`config.mk`:
```
export PLATFORM = sky130hd
export DESIGN_NAME = serial_subtractor_flat
export DESIGN_NICKNAME = d
export VERILOG_FILES = /design/src/rtl/serial_subtractor_if.sv /design/src/rtl/serial_subtractor.sv /design/src/flat_wrapper.sv
export SDC_FILE = /design/constraint.sdc
export NUM_CORES = 1
export LEC_CHECK = 0
export BUFFER_PORTS_ARGS = -buffer_cell sky130_fd_sc_hd__clkbuf_2
export CAP_MARGIN = 20
export CORE_MARGIN = 5
export CORE_UTILIZATION = 50
export DETAILED_ROUTE_END_ITERATION = 7
export PLACE_DENSITY = 0.68
export SYNTH_ARGS = -nofsm -noshare
export SYNTH_HDL_FRONTEND = slang
export SYNTH_SLANG_ARGS = --single-unit
```
`constraint.sdc`:
```
create_clock -name clk -period 2.6 [get_ports clk]
set_input_delay 0 -clock clk [delete_from_list [all_inputs] [get_ports clk]]
set_output_delay 0 -clock clk [all_outputs]
set_load 0.03 [all_outputs]
```
`src/rtl/serial_subtractor_if.sv`:
```
// Handshake and operand/result bundle for the bit-serial subtractor.
// With SERIAL_SUB_ADD_MODE_EN defined the bundle also carries Mode
// (1 = add, 0 = subtract), captured together with A/B.
interface serial_subtractor_if #(
    parameter int WIDTH = 8
);
    logic             start;
    logic [WIDTH-1:0] A;
    logic [WIDTH-1:0] B;
`ifdef SERIAL_SUB_ADD_MODE_EN
    logic             Mode;
`endif
    logic             busy;
    logic             done;
    logic [WIDTH-1:0] Diff;
    logic             Bout;
    logic             Ovf;

    // Requester side: drives the operands and start, observes the result.
    modport master (
        output start,
        output A,
        output B,
`ifdef SERIAL_SUB_ADD_MODE_EN
        output Mode,
`endif
        input  busy,
        input  done,
        input  Diff,
        input  Bout,
        input  Ovf
    );

    // Arithmetic unit side.
    modport slave (
        input  start,
        input  A,
        input  B,
`ifdef SERIAL_SUB_ADD_MODE_EN
        input  Mode,
`endif
        output busy,
        output done,
        output Diff,
        output Bout,
        output Ovf
    );
endinterface

```
`src/rtl/serial_subtractor.sv`:
```
// Bit-serial LSB-first two's-complement subtractor: Diff = A - B over WIDTH
// cycles using one full-subtractor cell and a borrow flop.
// Optional macro SERIAL_SUB_ADD_MODE_EN adds a captured Mode bit; Mode=1
// turns the cell into a full adder (Bout becomes carry out).
//
// state  | meaning
// -------+-----------------------------------------------------------
// S_IDLE | waiting for start; result outputs hold the last result
// S_RUN  | one operand bit pair per cycle, WIDTH cycles, busy=1
// S_DONE | single cycle, done=1, Diff/Bout/Ovf freshly valid
module serial_subtractor #(
    parameter int WIDTH = 8
) (
    input  logic                clk,
    input  logic                rst_n,
    serial_subtractor_if.slave  bus
);
    localparam int CW = (WIDTH > 2) ? $clog2(WIDTH) : 1;
    localparam logic [CW-1:0] LAST_CNT = CW'(WIDTH - 1);

    typedef enum logic [1:0] {
        S_IDLE = 2'd0,
        S_RUN  = 2'd1,
        S_DONE = 2'd2
    } state_t;

    state_t           state_q, state_d;
    logic [WIDTH-1:0] a_sh_q, a_sh_d;
    logic [WIDTH-1:0] b_sh_q, b_sh_d;
    logic [WIDTH-1:0] res_sh_q, res_sh_d;
    logic             brw_q, brw_d;
    logic [CW-1:0]    cnt_q, cnt_d;
    logic             a_msb_q, a_msb_d;
    logic             b_msb_q, b_msb_d;
    logic [WIDTH-1:0] diff_q, diff_d;
    logic             bout_q, bout_d;
    logic             ovf_q, ovf_d;
`ifdef SERIAL_SUB_ADD_MODE_EN
    logic             mode_q, mode_d;
`endif

    logic             a0, b0;
    logic             bit_res;
    logic             brw_nxt;
    logic             ovf_nxt;

    // One-bit arithmetic cell plus the overflow rule applied to the final bit.
    always_comb begin
        a0      = a_sh_q[0];
        b0      = b_sh_q[0];
        bit_res = a0 ^ b0 ^ brw_q;
        brw_nxt = (~a0 & b0) | (~(a0 ^ b0) & brw_q);
        ovf_nxt = (a_msb_q != b_msb_q) && (bit_res != a_msb_q);
`ifdef SERIAL_SUB_ADD_MODE_EN
        if (mode_q) begin
            brw_nxt = (a0 & b0) | (brw_q & (a0 ^ b0));
            ovf_nxt = (a_msb_q == b_msb_q) && (bit_res != a_msb_q);
        end
`endif
    end

    // Next-state and datapath update; result registers load only on DONE entry.
    always_comb begin
        state_d  = state_q;
        a_sh_d   = a_sh_q;
        b_sh_d   = b_sh_q;
        res_sh_d = res_sh_q;
        brw_d    = brw_q;
        cnt_d    = cnt_q;
        a_msb_d  = a_msb_q;
        b_msb_d  = b_msb_q;
        diff_d   = diff_q;
        bout_d   = bout_q;
        ovf_d    = ovf_q;
`ifdef SERIAL_SUB_ADD_MODE_EN
        mode_d   = mode_q;
`endif
        case (state_q)
            S_IDLE: begin
                if (bus.start) begin
                    a_sh_d   = bus.A;
                    b_sh_d   = bus.B;
                    a_msb_d  = bus.A[WIDTH-1];
                    b_msb_d  = bus.B[WIDTH-1];
                    res_sh_d = '0;
                    brw_d    = 1'b0;
                    cnt_d    = '0;
`ifdef SERIAL_SUB_ADD_MODE_EN
                    mode_d   = bus.Mode;
`endif
                    state_d  = S_RUN;
                end
            end
            S_RUN: begin
                res_sh_d = {bit_res, res_sh_q[WIDTH-1:1]};
                a_sh_d   = {1'b0, a_sh_q[WIDTH-1:1]};
                b_sh_d   = {1'b0, b_sh_q[WIDTH-1:1]};
                brw_d    = brw_nxt;
                cnt_d    = cnt_q + CW'(1);
                if (cnt_q == LAST_CNT) begin
                    diff_d  = {bit_res, res_sh_q[WIDTH-1:1]};
                    bout_d  = brw_nxt;
                    ovf_d   = ovf_nxt;
                    state_d = S_DONE;
                end
            end
            S_DONE: begin
                state_d = S_IDLE;
            end
            default: begin
                state_d = S_IDLE;
            end
        endcase
    end

    // State and datapath registers, cleared asynchronously.
    always_ff @(posedge clk or negedge rst_n) begin
        if (!rst_n) begin
            state_q  <= S_IDLE;
            a_sh_q   <= '0;
            b_sh_q   <= '0;
            res_sh_q <= '0;
            brw_q    <= 1'b0;
            cnt_q    <= '0;
            a_msb_q  <= 1'b0;
            b_msb_q  <= 1'b0;
            diff_q   <= '0;
            bout_q   <= 1'b0;
            ovf_q    <= 1'b0;
`ifdef SERIAL_SUB_ADD_MODE_EN
            mode_q   <= 1'b0;
`endif
        end else begin
            state_q  <= state_d;
            a_sh_q   <= a_sh_d;
            b_sh_q   <= b_sh_d;
            res_sh_q <= res_sh_d;
            brw_q    <= brw_d;
            cnt_q    <= cnt_d;
            a_msb_q  <= a_msb_d;
            b_msb_q  <= b_msb_d;
            diff_q   <= diff_d;
            bout_q   <= bout_d;
            ovf_q    <= ovf_d;
`ifdef SERIAL_SUB_ADD_MODE_EN
            mode_q   <= mode_d;
`endif
        end
    end

    assign bus.busy = (state_q == S_RUN);
    assign bus.done = (state_q == S_DONE);
    assign bus.Diff = diff_q;
    assign bus.Bout = bout_q;
    assign bus.Ovf  = ovf_q;

endmodule

```
`src/flat_wrapper.sv`:
```
// flat-port wrapper written by rule: the top's interface ports become plain ports
module serial_subtractor_flat 
#(
    parameter int WIDTH = 8
)
  (clk, rst_n, bus_start, bus_A, bus_B, bus_busy, bus_done, bus_Diff, bus_Bout, bus_Ovf);
  serial_subtractor_if #(.WIDTH(WIDTH)) bus_i ();
  input  logic clk;
  input  logic rst_n;
  input wire logic [$bits(bus_i.start)-1:0] bus_start;
  input wire logic [$bits(bus_i.A)-1:0] bus_A;
  input wire logic [$bits(bus_i.B)-1:0] bus_B;
  output wire logic [$bits(bus_i.busy)-1:0] bus_busy;
  output wire logic [$bits(bus_i.done)-1:0] bus_done;
  output wire logic [$bits(bus_i.Diff)-1:0] bus_Diff;
  output wire logic [$bits(bus_i.Bout)-1:0] bus_Bout;
  output wire logic [$bits(bus_i.Ovf)-1:0] bus_Ovf;
  assign bus_i.start = bus_start;
  assign bus_i.A = bus_A;
  assign bus_i.B = bus_B;
  assign bus_busy = bus_i.busy;
  assign bus_done = bus_i.done;
  assign bus_Diff = bus_i.Diff;
  assign bus_Bout = bus_i.Bout;
  assign bus_Ovf = bus_i.Ovf;
  serial_subtractor #(.WIDTH(WIDTH)) u_core (.clk(clk), .rst_n(rst_n), .bus(bus_i));
endmodule
```
**Word level (Yosys, flattened, before mapping)**

Cells that the tools add are included.

- Add/subtract/negate cells: 1
- Multiply operators: 0
- Divide/modulo/power cells: 0
- Magnitude comparators: 0
- Equal/unequal tests: 7
- Shifts and indexed selects: 0
- Mux-type cells: 13
- Bitwise gates (word level): 7
- Reductions and logical operators: 7

Operator list:

| cell | count |
|---|---|
| case mux 8 bit (2 select lines) | 3 |
| two-way mux 8 bit | 3 |
| AND reduction 2 bit | 4 |
| case mux 3 bit (2 select lines) | 1 |
| two-way mux 2 bit | 2 |
| case mux 2 bit (2 select lines) | 1 |
| adder 3 x 1 -> 3 bit (second input constant) | 1 |
| equality test 3 bit (second input constant) | 1 |
| two-way mux 3 bit | 1 |
| bitwise AND 1 bit | 2 |
| equality test 2 x 1 -> 1 bit (second input constant) | 1 |
| equality test 2 bit (second input constant) | 1 |
| zero test 2 bit | 1 |
| != test 1 bit | 2 |
| != test 2 x 1 -> 1 bit (second input constant) | 1 |
| != test 2 bit (second input constant) | 1 |
| NOT 1 bit | 2 |
| case mux 1 bit (2 select lines) | 1 |
| nonzero test 2 bit | 1 |
| bitwise XOR 1 bit | 2 |
| logical AND 1 bit | 1 |
| two-way mux 1 bit | 1 |
| OR 1 bit | 1 |

- Flip-flop bits (word level): 42
- Latch bits: 0
- RAM bits: 0
- ROM bits: 0
- Input port bits: 19
- Output and inout bits: 12
- Logic and storage cells: 46
- Memories kept: 0

**Logic depth before layout (Yosys ltp)**

Gate-level depths: netlist of run 1.

- Depth after elaboration: 5
- Gate-level depth with buffers: 6
- Depth with buffers taken out: 5

**Least setup slack after synthesis of run 1**

No wires, ideal clock.

- Path kind: register -> register
- Start point: register u_core.cnt_q[0]
- End point: register u_core.diff_q[3] (netlist: u_core.bus.Diff[3])
- Library setup time: 0.125 ns
- Arrival time: 1.337 ns
- Data required time: 2.475 ns
- Path slack: 1.138 ns
- Stages on the path, launching flop included: 6
- Path buffers: 1
- Period minus slack after synthesis: 1.462 ns
- Cell sequence: dfrtp_1 ha_1 ha_1 nand3b_4 buf_6 mux2_2

- Longest elaborated chain between the ends: 2

RTL lines:

| element | line | source |
|---|---|---|
| start: declaration | serial_subtractor.sv:32 | `logic [CW-1:0] cnt_q, cnt_d;` |
| start signal: assignment | serial_subtractor.sv:139 | `cnt_q <= cnt_d;` |
| equality test 3 bit | serial_subtractor.sv:100 | `if (cnt_q == LAST_CNT) begin` |
| AND reduction 2 bit (no line) | -- |  |
| end signal: assignment | serial_subtractor.sv:142 | `diff_q <= diff_d;` |
| end: declaration | serial_subtractor.sv:35 | `logic [WIDTH-1:0] diff_q, diff_d;` |

Every way passes these cells.
A chain may end at the register's enable or synchronous reset.

**Worst setup path in the final report of run 1**

- Start point: register u_core.state_q[0]
- End point: output bus_busy

- Longest elaborated chain between the ends: 1

RTL lines:

| element | line | source |
|---|---|---|
| start: declaration | serial_subtractor.sv:27 | `state_t state_q, state_d;` |
| start signal: assignment | serial_subtractor.sv:134 | `state_q <= state_d;` |
| equality test 2 x 1 -> 1 bit | serial_subtractor.sv:151 | `assign bus.busy = (state_q == S_RUN);` |
| end: declaration | flat_wrapper.sv:13 | `output wire logic [$bits(bus_i.busy)-1:0] bus_busy;` |

Every way passes these cells.

==> flow_metrics.py, run 1 <==
metrics = {
    "yosys": {
        "synth_area_um2": 1780,
        "synth_area_leaders": "dfrtp_1 (58%), mux2_2 (6.3%), a22oi_1 (5.9%)",
        "seq_area_frac_synth_pct": 57.6,
        "synth.top_cell.area_share_pct": 57.6,
        "post-synth-top-count-cell": "dfrtp_1",
        "synth_area_per_cell_um2": 12.7,
        "yosys_warnings": 0,
        "synth_top_cell_by_area": "dfrtp_1",
        "yosysUniqueCellTypes": 25,
        "netlist_instances": 140,
        "synth_edf_count": 0,
        "async_flop_share_pct": 100,
        "synth_fp_nets": 162,
        "synth-seq-cells": 41,
        "synth_common_cells": "dfrtp_1 (41), nand2_1 (18), a22oi_1 (14)",
        "synthFlopType": "dfrtp_1",
    },
    "critical_path": {
        "cp_data_required_time_ns": 2.60,
        "worstPathCellList": "nor2b_4 -> clkbuf_2",
        "crit_type": "flop to primary output",
        "end_kind": "primary output",
        "start_kind": "flop",
        "cp.arrival_ns": 1.94,
        "startpoint": "u_core.state_q[0]",
        "worstPathMaxFanout": 21,
        "critPathMaxStageDelay_ns": 0.88,
        "rrSetupSlack_ns": 0.88,
        "worstReg2RegStart": "u_core.state_q[1]",
        "slowest_stage": "dfrtp_1",
    },
    "place": {
        "portBuffers": 30,
        "routabilityCongestion": 0.713,
        "pre_cts_ws_ns": 0.865,
        "dp_hpwl_um": 2210,
    },
    "timing": {
        "setup_violations": 0,
        "fin_crit_ns": 1.94,
        "fmax_mhz": 515,
        "fin_skew_ns": 0.00729,
        "fin_setup_tns_ns": 0,
        "hold_viol_final": 0,
        "drv_slew": 0,
        "whs_ns": 0.00748,
        "worst_slack_ns": 0.657,
        "maxSlewHeadroom_pct": 46.7,
        "fin_crit_sh_pct": 74.7,
        "tightestPinTransition_ns": 0.799,
        "grt_setup_unrepaired": "no",
    },
    "clock_network": {
        "numCtsBuffers": 5,
        "cts_buffer_depth": 2,
        "root_buffer": "clkbuf_4",
        "clk_latency_ns": 0.34,
        "cts.repair.resized": 0,
        "clk_pin_slew_ns": 0.12,
        "cts_tree": "built",
        "cts_sinks": 41,
        "cts_htree_levels": 2,
    },
    "routing": {
        "drc": 0,
        "drt_first_pass_iters": 4,
        "drt_iter0_drc": 22,
        "avgRoutedWirePerCell_um": 14.2,
        "routed_wirelength_um": 3310,
        "ant_nets": 0,
        "vias_per_cell": 5.33,
        "num_vias": 1241,
    },
    "hold_path": {
        "hold_class": "input pin to flop",
        "hp-start": "bus_start",
    },
    "job": {
        "maxCapViolCount": 0,
    },
    "finish": {
        "fillCellCount": 266,
        "drive_gt1_share_pct": 33.2,
        "nets": 208,
        "n_antenna_cell": 0,
        "area_growth_pct": 22.0,
    },
    "status": {
        "run_status": "finished clean",
    },
    "grt": {
        "grt_remaining_overflow": 0,
        "first_global_vias": 1305,
        "grt_max_degree": 42,
        "antenna_found_initial": 0,
        "grt_pass1_wl_um": 5880,
        "grt.total_usage_pct": 15.1,
    },
    "floorplanning": {
        "core_um2": 3390,
        "die_h_um": 69.7,
        "dieArea_um2": 4860,
        "ios": 31,
        "die_w_um": 69.7,
        "initial_utilization_pct": 52.6,
        "rows": 21,
    },
    "power": {
        "power_mw": 2.40,
        "vdd_ir_drop_max_uv": 579,
        "power.static_leakage_nw": 1.05,
        "powerDensity_nw_per_um2": 1110,
    },
}
-- cell type report --
class	count	area, um2	area share [%]
well taps	46	57.6	2.65
clock inverters	1	5.00	0.230
multi-input cells	86	657	30.2
flip-flops and latches	41	1030	47.2
clock buffers	7	65.1	2.99
repair buffers	48	348	16.0
inverters	4	15.0	0.691
-- path summary, 6_finish.rpt --
check,to,cells past startpoint
setup / recovery,bus_busy,2
hold / removal,u_core.state_q[0],3
setup reg to reg,u_core.bus.Diff[3],2
hold reg to reg,u_core.brw_q,2
max in group asynchronous,u_core.b_msb_q,3
min in group asynchronous,u_core.a_sh_q[3],2
-- cell families (layout without fill, tap and decap cells) --
family                   Yosys count  after routing  share of synthesized area, %
multiplexers                      10             10                          6.32
AO/OA/AOI/OAI                     46             46                          19.5
adder cells (fa/ha/maj)            3              3                          2.53
AND/OR/NAND/NOR                   27             27                          8.57
buffers and inverters             13             60                          5.55
flip-flops                        41             41                          57.6
-- state kept, by name, indices dropped and copies added (netlist names) --
signal           flops
u_core.cnt_q         3
u_core.a_msb_q       1
u_core.b_sh_q        8
u_core.brw_q         1
u_core.b_msb_q       1
u_core.bus.Bout      1
u_core.bus.Ovf       1
u_core.state_q       2
u_core.res_sh_q      7
u_core.bus.Diff      8
u_core.a_sh_q        8
-- where the power goes --
group	total, mW	switching [mW]	internal (mW)
Combinational	0.923	0.506	0.417
Sequential	1.12	0.217	0.903
Clock	0.360	0.203	0.157
-- through the flow --
step	cells	cell area, um2	utilization (%)
after floorplan	140	1780	-
after global placement	207	1910	56.2
after detailed placement	207	1910	56.2
after CTS	232	2150	63.3
after global routing	233	2170	64.1
final	233	2170	64.1
-- critical path: cells and delay by family, from the launching register on --
kind,cells,cell delay (ns)
flip-flops,1,0.88
AND/OR/NAND/NOR,1,0.44
buffers and inverters,1,0.27
-- metal layers --
| layer | vias to the layer above | track usage (%) | wire [um] |
|---|---|---|---|
| met5 | - | 0 | 0 |
| met2 | 27 | 24.5 | 1610 |
| met3 | 8 | 4.78 | 159 |
| met1 | 614 | 18.9 | 1480 |
| met4 | 0 | 5.32 | 56 |
| li1 | 592 | - | - |
-- repair_timing --
| action | in CTS | in global routing |
|---|---|---|
| setup buffers | 0 | 0 |
| setup endpoints to repair | 0 | 0 |
| hold endpoints to repair | 59 | 0 |
| hold buffers | 17 | 0 |
-- cell usage in the layout (no fill, tap or decap), drive strengths merged --
cell / count
buf: 1
fa: 1
nor2b: 3
o21bai: 1
and3b: 1
a21oi: 2
nand2: 18
a22o: 11
nand3b: 1
dfrtp: 41
mux2: 10
nand2b: 2
nor2: 2
o21ai: 18
clkinv: 1
clkbuf: 37
ha: 2
dlygate4sd3: 17
inv: 4
a22oi: 14
Power figures use the tool's default switching activity.
==> inputs of run 2 (changes only) <==
--- a/config.mk
+++ b/config.mk
@@ -8,9 +8,9 @@
 export BUFFER_PORTS_ARGS = -buffer_cell sky130_fd_sc_hd__clkbuf_2
 export CAP_MARGIN = 20
 export CORE_MARGIN = 5
-export CORE_UTILIZATION = 50
+export CORE_UTILIZATION = 49
 export DETAILED_ROUTE_END_ITERATION = 7
-export PLACE_DENSITY = 0.68
+export PLACE_DENSITY = 0.7
 export SYNTH_ARGS = -nofsm -noshare
 export SYNTH_HDL_FRONTEND = slang
 export SYNTH_SLANG_ARGS = --single-unit
==> constraint.sdc (replaced) <==
create_clock -name clk -period 1.6 [get_ports clk]
set_input_delay 0 -clock clk [delete_from_list [all_inputs] [get_ports clk]]
set_output_delay 0 -clock clk [all_outputs]
set_load 0.03 [all_outputs]
==> flow_metrics.py, run 2 (synthesis gave the netlist of run 1 again) <==
metrics = {
    "finish": {
        "final_common_cell": "dfrtp_1",
        "area_growth_pct": 25.6,
        "fin_util_pct": 62.6,
        "n_antenna_cell": 0,
        "final_cells": 242,
        "mostFrequentLayoutCells": "dfrtp_1 (41), clkbuf_2 (30), nand2_1 (18), dlygate4sd3_1 (18), a22oi_1 (14)",
        "drive_gt1_share_pct": 34.5,
        "nets": 215,
        "fillCellCount": 287,
    },
    "clock_network": {
        "clk_latency_ns": 0.35,
        "clk_pin_slew_ns": 0.12,
        "cts_buffer_depth": 2,
        "cts_tree": "built",
        "numCtsBuffers": 5,
        "cts_htree_levels": 2,
        "root_buffer": "clkbuf_4",
        "cts_sinks": 41,
    },
    "critical_path": {
        "worstPathMaxFanout": 13,
        "crit_type": "flop to flop",
        "cp_data_required_time_ns": 1.83,
        "rrSetupSlack_ns": 0.09,
        "startpoint": "u_core.cnt_q[0]",
        "worstRegToRegCells": 4,
        "end_kind": "flop",
        "path_buf_inv": 0,
        "worstReg2RegStart": "u_core.cnt_q[0]",
        "reg2reg_to": "u_core.bus.Diff[1]",
        "critPathMaxStageDelay_ns": 0.43,
        "start_kind": "flop",
        "cp.arrival_ns": 1.74,
        "worstPathCellList": "ha_1 -> ha_1 -> nand3b_4 -> mux2_2",
        "crit_end": "u_core.bus.Diff[1]",
        "path_depth": 4,
        "cpMostUsedCell": "ha_1",
        "slowest_stage": "dfrtp_1",
        "path_delay_family": "flip-flops",
    },
    "routing": {
        "avgRoutedWirePerCell_um": 14.0,
        "drc": 0,
        "routed_wirelength_um": 3380,
        "drt_first_pass_iters": 4,
        "vias_per_cell": 5.23,
        "drt_iter0_drc": 49,
        "ant_nets": 0,
        "num_vias": 1265,
    },
    "grt": {
        "grt.total_usage_pct": 15.8,
        "grt_remaining_overflow": 0,
        "first_global_vias": 1309,
        "grt_pass1_wl_um": 6130,
        "grt_max_degree": 26,
        "antenna_found_initial": 0,
    },
    "timing": {
        "maxSlewHeadroom_pct": 68.5,
        "tightestPinTransition_ns": 0.472,
        "hold_viol_final": 0,
        "setup_violations": 0,
        "fin_crit_sh_pct": 94.1,
        "fmax_mhz": 664,
        "fin_crit_ns": 1.51,
        "drv_slew": 0,
        "fin_skew_ns": 0.0121,
        "fin_setup_tns_ns": 0,
        "grt_setup_unrepaired": "no",
    },
    "floorplanning": {
        "rows": 22,
        "ios": 31,
        "core_um2": 3580,
        "die_w_um": 70.3,
        "dieArea_um2": 4940,
        "initial_utilization_pct": 49.8,
        "die_h_um": 70.3,
    },
    "power": {
        "powerDensity_nw_per_um2": 1840,
        "power.static_leakage_nw": 1.08,
        "vdd_ir_drop_max_uv": 856,
    },
    "place": {
        "place_inst": 215,
        "routabilityCongestion": 0.734,
        "portBuffers": 30,
        "dp_hpwl_um": 2410,
    },
    "status": {
        "run_status": "finished clean",
    },
    "job": {
        "maxCapViolCount": 0,
    },
    "hold_path": {
        "hold_class": "input pin to async pin",
    },
}
-- run 2: cell types whose count changed in the layout (fill, tap and decap cells not counted) --
cell	before	now
buf_4	0	6
clkbuf_8	2	1
clkbuf_1	0	1
buf_12	0	1
clkinv_2	1	0
dlygate4sd3_1	17	18
bufinv_16	0	1
buf_16	1	0
-- run 2: worst reg2reg max path, delay by kind of cell (launching register included) --
kind                       cells  cell delay (ns)
muxes                          1             0.35
DFF                            1             0.43
adders and majority gates      2             0.43
and+or+nand+nor                1             0.18
-- run 2: metal layers --
| layer | GRT usage [%] | share of wire, % | up-vias |
|---|---|---|---|
| met5 | 0 | 0 | - |
| met4 | 5.53 | 1.4 | 0 |
| met3 | 5.18 | 4.6 | 7 |
| met2 | 25.6 | 52 | 27 |
| met1 | 19.6 | 42 | 622 |
| li1 | - | - | 609 |
-- run 2: final cells by class --
cell class                 count  area [um2]  area share (%)
timing repair buffer          55         395            17.7
tap                           48        60.1            2.68
sequential                    41        1030            45.8
clock inverter                 1        30.0            1.34
clock buffer                   7        55.1            2.46
multi-input combinational     86         657            29.3
inverter                       4        15.0           0.671
-- run 2: per-stage QoR --
step	hold slack [ns]	instance area, um2	worst slack [ns]	power (mW)
finish	0.121	2240	0.0937	4.12
floorplan	-0.296	1780	0.138	3.02
CTS	0.128	2230	0.0400	4.14
detailed placement	-0.0241	1970	0.107	3.42
global placement	-0.0250	1970	0.155	3.33
global route	0.150	2240	0.0127	4.45
-- run 2: worst min-delay path by stage --
| stage | startpoint | end | slack [ns] |
|---|---|---|---|
| after global placement | rst_n | u_core.a_sh_q[2] | -0.03 |
| after floorplan | rst_n | u_core.a_msb_q | -0.30 |
| after global routing | rst_n | u_core.a_sh_q[5] | 0.15 |
| final | rst_n | u_core.a_sh_q[5] | 0.12 |
| after CTS | rst_n | u_core.a_sh_q[5] | 0.13 |
| after detailed placement | rst_n | u_core.a_sh_q[2] | -0.02 |
-- run 2: what timing repair did --
item	4_1_cts	5_1_grt
buffers inserted	0	1
hold endpoints to repair	60	0
setup endpoints to repair	0	1
hold buffers	18	0
resized for setup	0	0
-- run 2: power by group --
part           total (mW)  switching (mW)  internal (mW)
clock               0.688           0.315          0.373
sequential           1.75           0.283           1.47
combinational        1.68           0.930          0.750
==> inputs of run 3 (changes only) <==
--- a/config.mk
+++ b/config.mk
@@ -11,6 +11,7 @@
 export CORE_UTILIZATION = 49
 export DETAILED_ROUTE_END_ITERATION = 7
 export PLACE_DENSITY = 0.7
+export SETUP_SLACK_MARGIN = 0.4
 export SYNTH_ARGS = -nofsm -noshare
 export SYNTH_HDL_FRONTEND = slang
 export SYNTH_SLANG_ARGS = --single-unit
==> flow_metrics.py, run 3 (synthesis gave the netlist of run 1 again) <==
metrics = {
    "job": {
        "maxCapViolCount": 0,
    },
    "timing": {
        "worst_slack_ns": 0.156,
        "fin_skew_ns": 0.0184,
        "fin_setup_tns_ns": 0,
        "fin_crit_sh_pct": 90.2,
        "hold_viol_final": 0,
        "fin_crit_ns": 1.44,
        "fmax_mhz": 693,
        "setup_violations": 0,
        "drv_slew": 0,
        "grt_setup_unrepaired": "yes",
        "tightestPinTransition_ns": 0.790,
        "maxSlewHeadroom_pct": 47.4,
    },
    "routing": {
        "avgRoutedWirePerCell_um": 16.9,
        "ant_nets": 0,
        "num_vias": 1454,
        "drt_iter0_drc": 76,
        "drt_first_pass_iters": 4,
        "vias_per_cell": 5.43,
        "routed_wirelength_um": 4520,
        "drc": 0,
    },
    "floorplanning": {
        "die_h_um": 70.3,
        "initial_utilization_pct": 49.8,
        "core_um2": 3580,
        "ios": 31,
        "dieArea_um2": 4940,
        "die_w_um": 70.3,
        "rows": 22,
    },
    "critical_path": {
        "end_kind": "flop",
        "crit_type": "flop to flop",
        "cp_data_required_time_ns": 1.87,
        "start_kind": "flop",
        "worstPathMaxFanout": 4,
        "cp.arrival_ns": 1.71,
    },
    "grt": {
        "grt_remaining_overflow": 0,
        "grt.total_usage_pct": 18.4,
        "antenna_found_initial": 0,
        "grt_pass1_wl_um": 7160,
        "grt_max_degree": 33,
        "first_global_vias": 1448,
    },
    "place": {
        "pre_cts_ws_ns": 0.166,
        "dp_hpwl_um": 2320,
        "portBuffers": 30,
        "place_inst": 214,
        "routabilityCongestion": 0.758,
    },
    "finish": {
        "final_cells": 268,
        "area_growth_pct": 50.0,
        "final_common_cell": "dfrtp_1",
        "n_antenna_cell": 0,
        "drive_gt1_share_pct": 54.1,
        "mostFrequentLayoutCells": "dfrtp_1 (39), clkbuf_2 (28), buf_4 (17), dlygate4sd3_1 (17), buf_6 (12)",
        "nets": 241,
    },
    "clock_network": {
        "cts_tree": "built",
        "cts_buffer_depth": 2,
        "root_buffer": "clkbuf_4",
        "cts_sinks": 41,
        "clk_latency_ns": 0.36,
        "clk_pin_slew_ns": 0.13,
        "numCtsBuffers": 5,
        "cts_htree_levels": 2,
    },
    "power": {
        "power_mw": 4.82,
        "vdd_ir_drop_max_uv": 854,
        "power.static_leakage_nw": 1.32,
        "powerDensity_nw_per_um2": 1800,
    },
    "hold_path": {
        "hold_class": "input pin to flop",
    },
    "status": {
        "run_status": "finished clean",
    },
}
run 3: changes by cell type in the layout (fill, tap and decap cells not counted), sizes merged:
cell	change
dlygate4sd3	-1
clkbuf	-2
bufinv	-1
clkinv	+2
o21bai	+2
nand3b	+1
buf	+25
run 3: path summary, 6_finish.rpt:
kind / end / depth (start not counted) / slack [ns] / from
min in group asynchronous: u_core.bus.Diff[7] / 2 / 0.24 / rst_n
max in group asynchronous: u_core.a_sh_q[1] / 3 / 0.70 / rst_n
setup reg to reg: u_core.bus.Ovf / 5 / 0.16 / u_core.brw_q
setup / recovery: u_core.bus.Ovf / 5 / 0.16 / u_core.brw_q
hold reg to reg: u_core.bus.Ovf / 2 / 0.50 / u_core.bus.Ovf
hold / removal: u_core.state_q[0] / 3 / 0.05 / bus_start
run 3: worst max-delay path, cell delays in order, from the launching register on:
cell     delay [ns]
dfrtp_1        0.39
inv_2          0.05
fa_1           0.50
and3b_1        0.20
a21oi_1        0.14
o21ai_1        0.07
run 3: timing repair:
item | CTS | global route
gates cloned | 3 | 2
pin swaps | 9 | 20
hold buffers | 17 | 0
setup buffers | 17 | 7
setup endpoints to repair | 41 | 41
endpoints found under the hold margin | 48 | 0
resized for setup | 20 | 41
run 3: power by group:
part / total (mW) / switching (mW) / internal [mW]
Sequential: 1.83 / 0.357 / 1.47
Combinational: 2.48 / 1.19 / 1.29
Clock: 0.505 / 0.337 / 0.168
Total: 4.82 / 1.88 / 2.93
run 3: area by class of cell:
cell class | instances | area [um2]
sequential | 41 | 1030
fill | 232 | 906
multi-input combinational | 89 | 870
timing repair buffer | 78 | 648
tap | 48 | 60.1
clock buffer | 6 | 41.3
inverter | 4 | 15.0
clock inverter | 2 | 10.0
run 3: stage by stage:
| stage | cell area [um2] | utilization, % | hold WS, ns |
|---|---|---|---|
| after floorplan | 1820 | - | -0.296 |
| after global placement | 1980 | 55.3 | 0.0884 |
| after detailed placement | 1980 | 55.3 | 0.105 |
| after CTS | 2430 | 68.0 | 0.0200 |
| after global routing | 2670 | 74.7 | 0.0425 |
| final | 2670 | 74.7 | 0.0520 |
run 3: per-layer routing:
layer / GRT usage [%] / routed length [um]
met5: 0 / 0
met4: 6.81 / 97
met3: 3.02 / 173
met2: 30.2 / 2400
met1: 24.2 / 1850
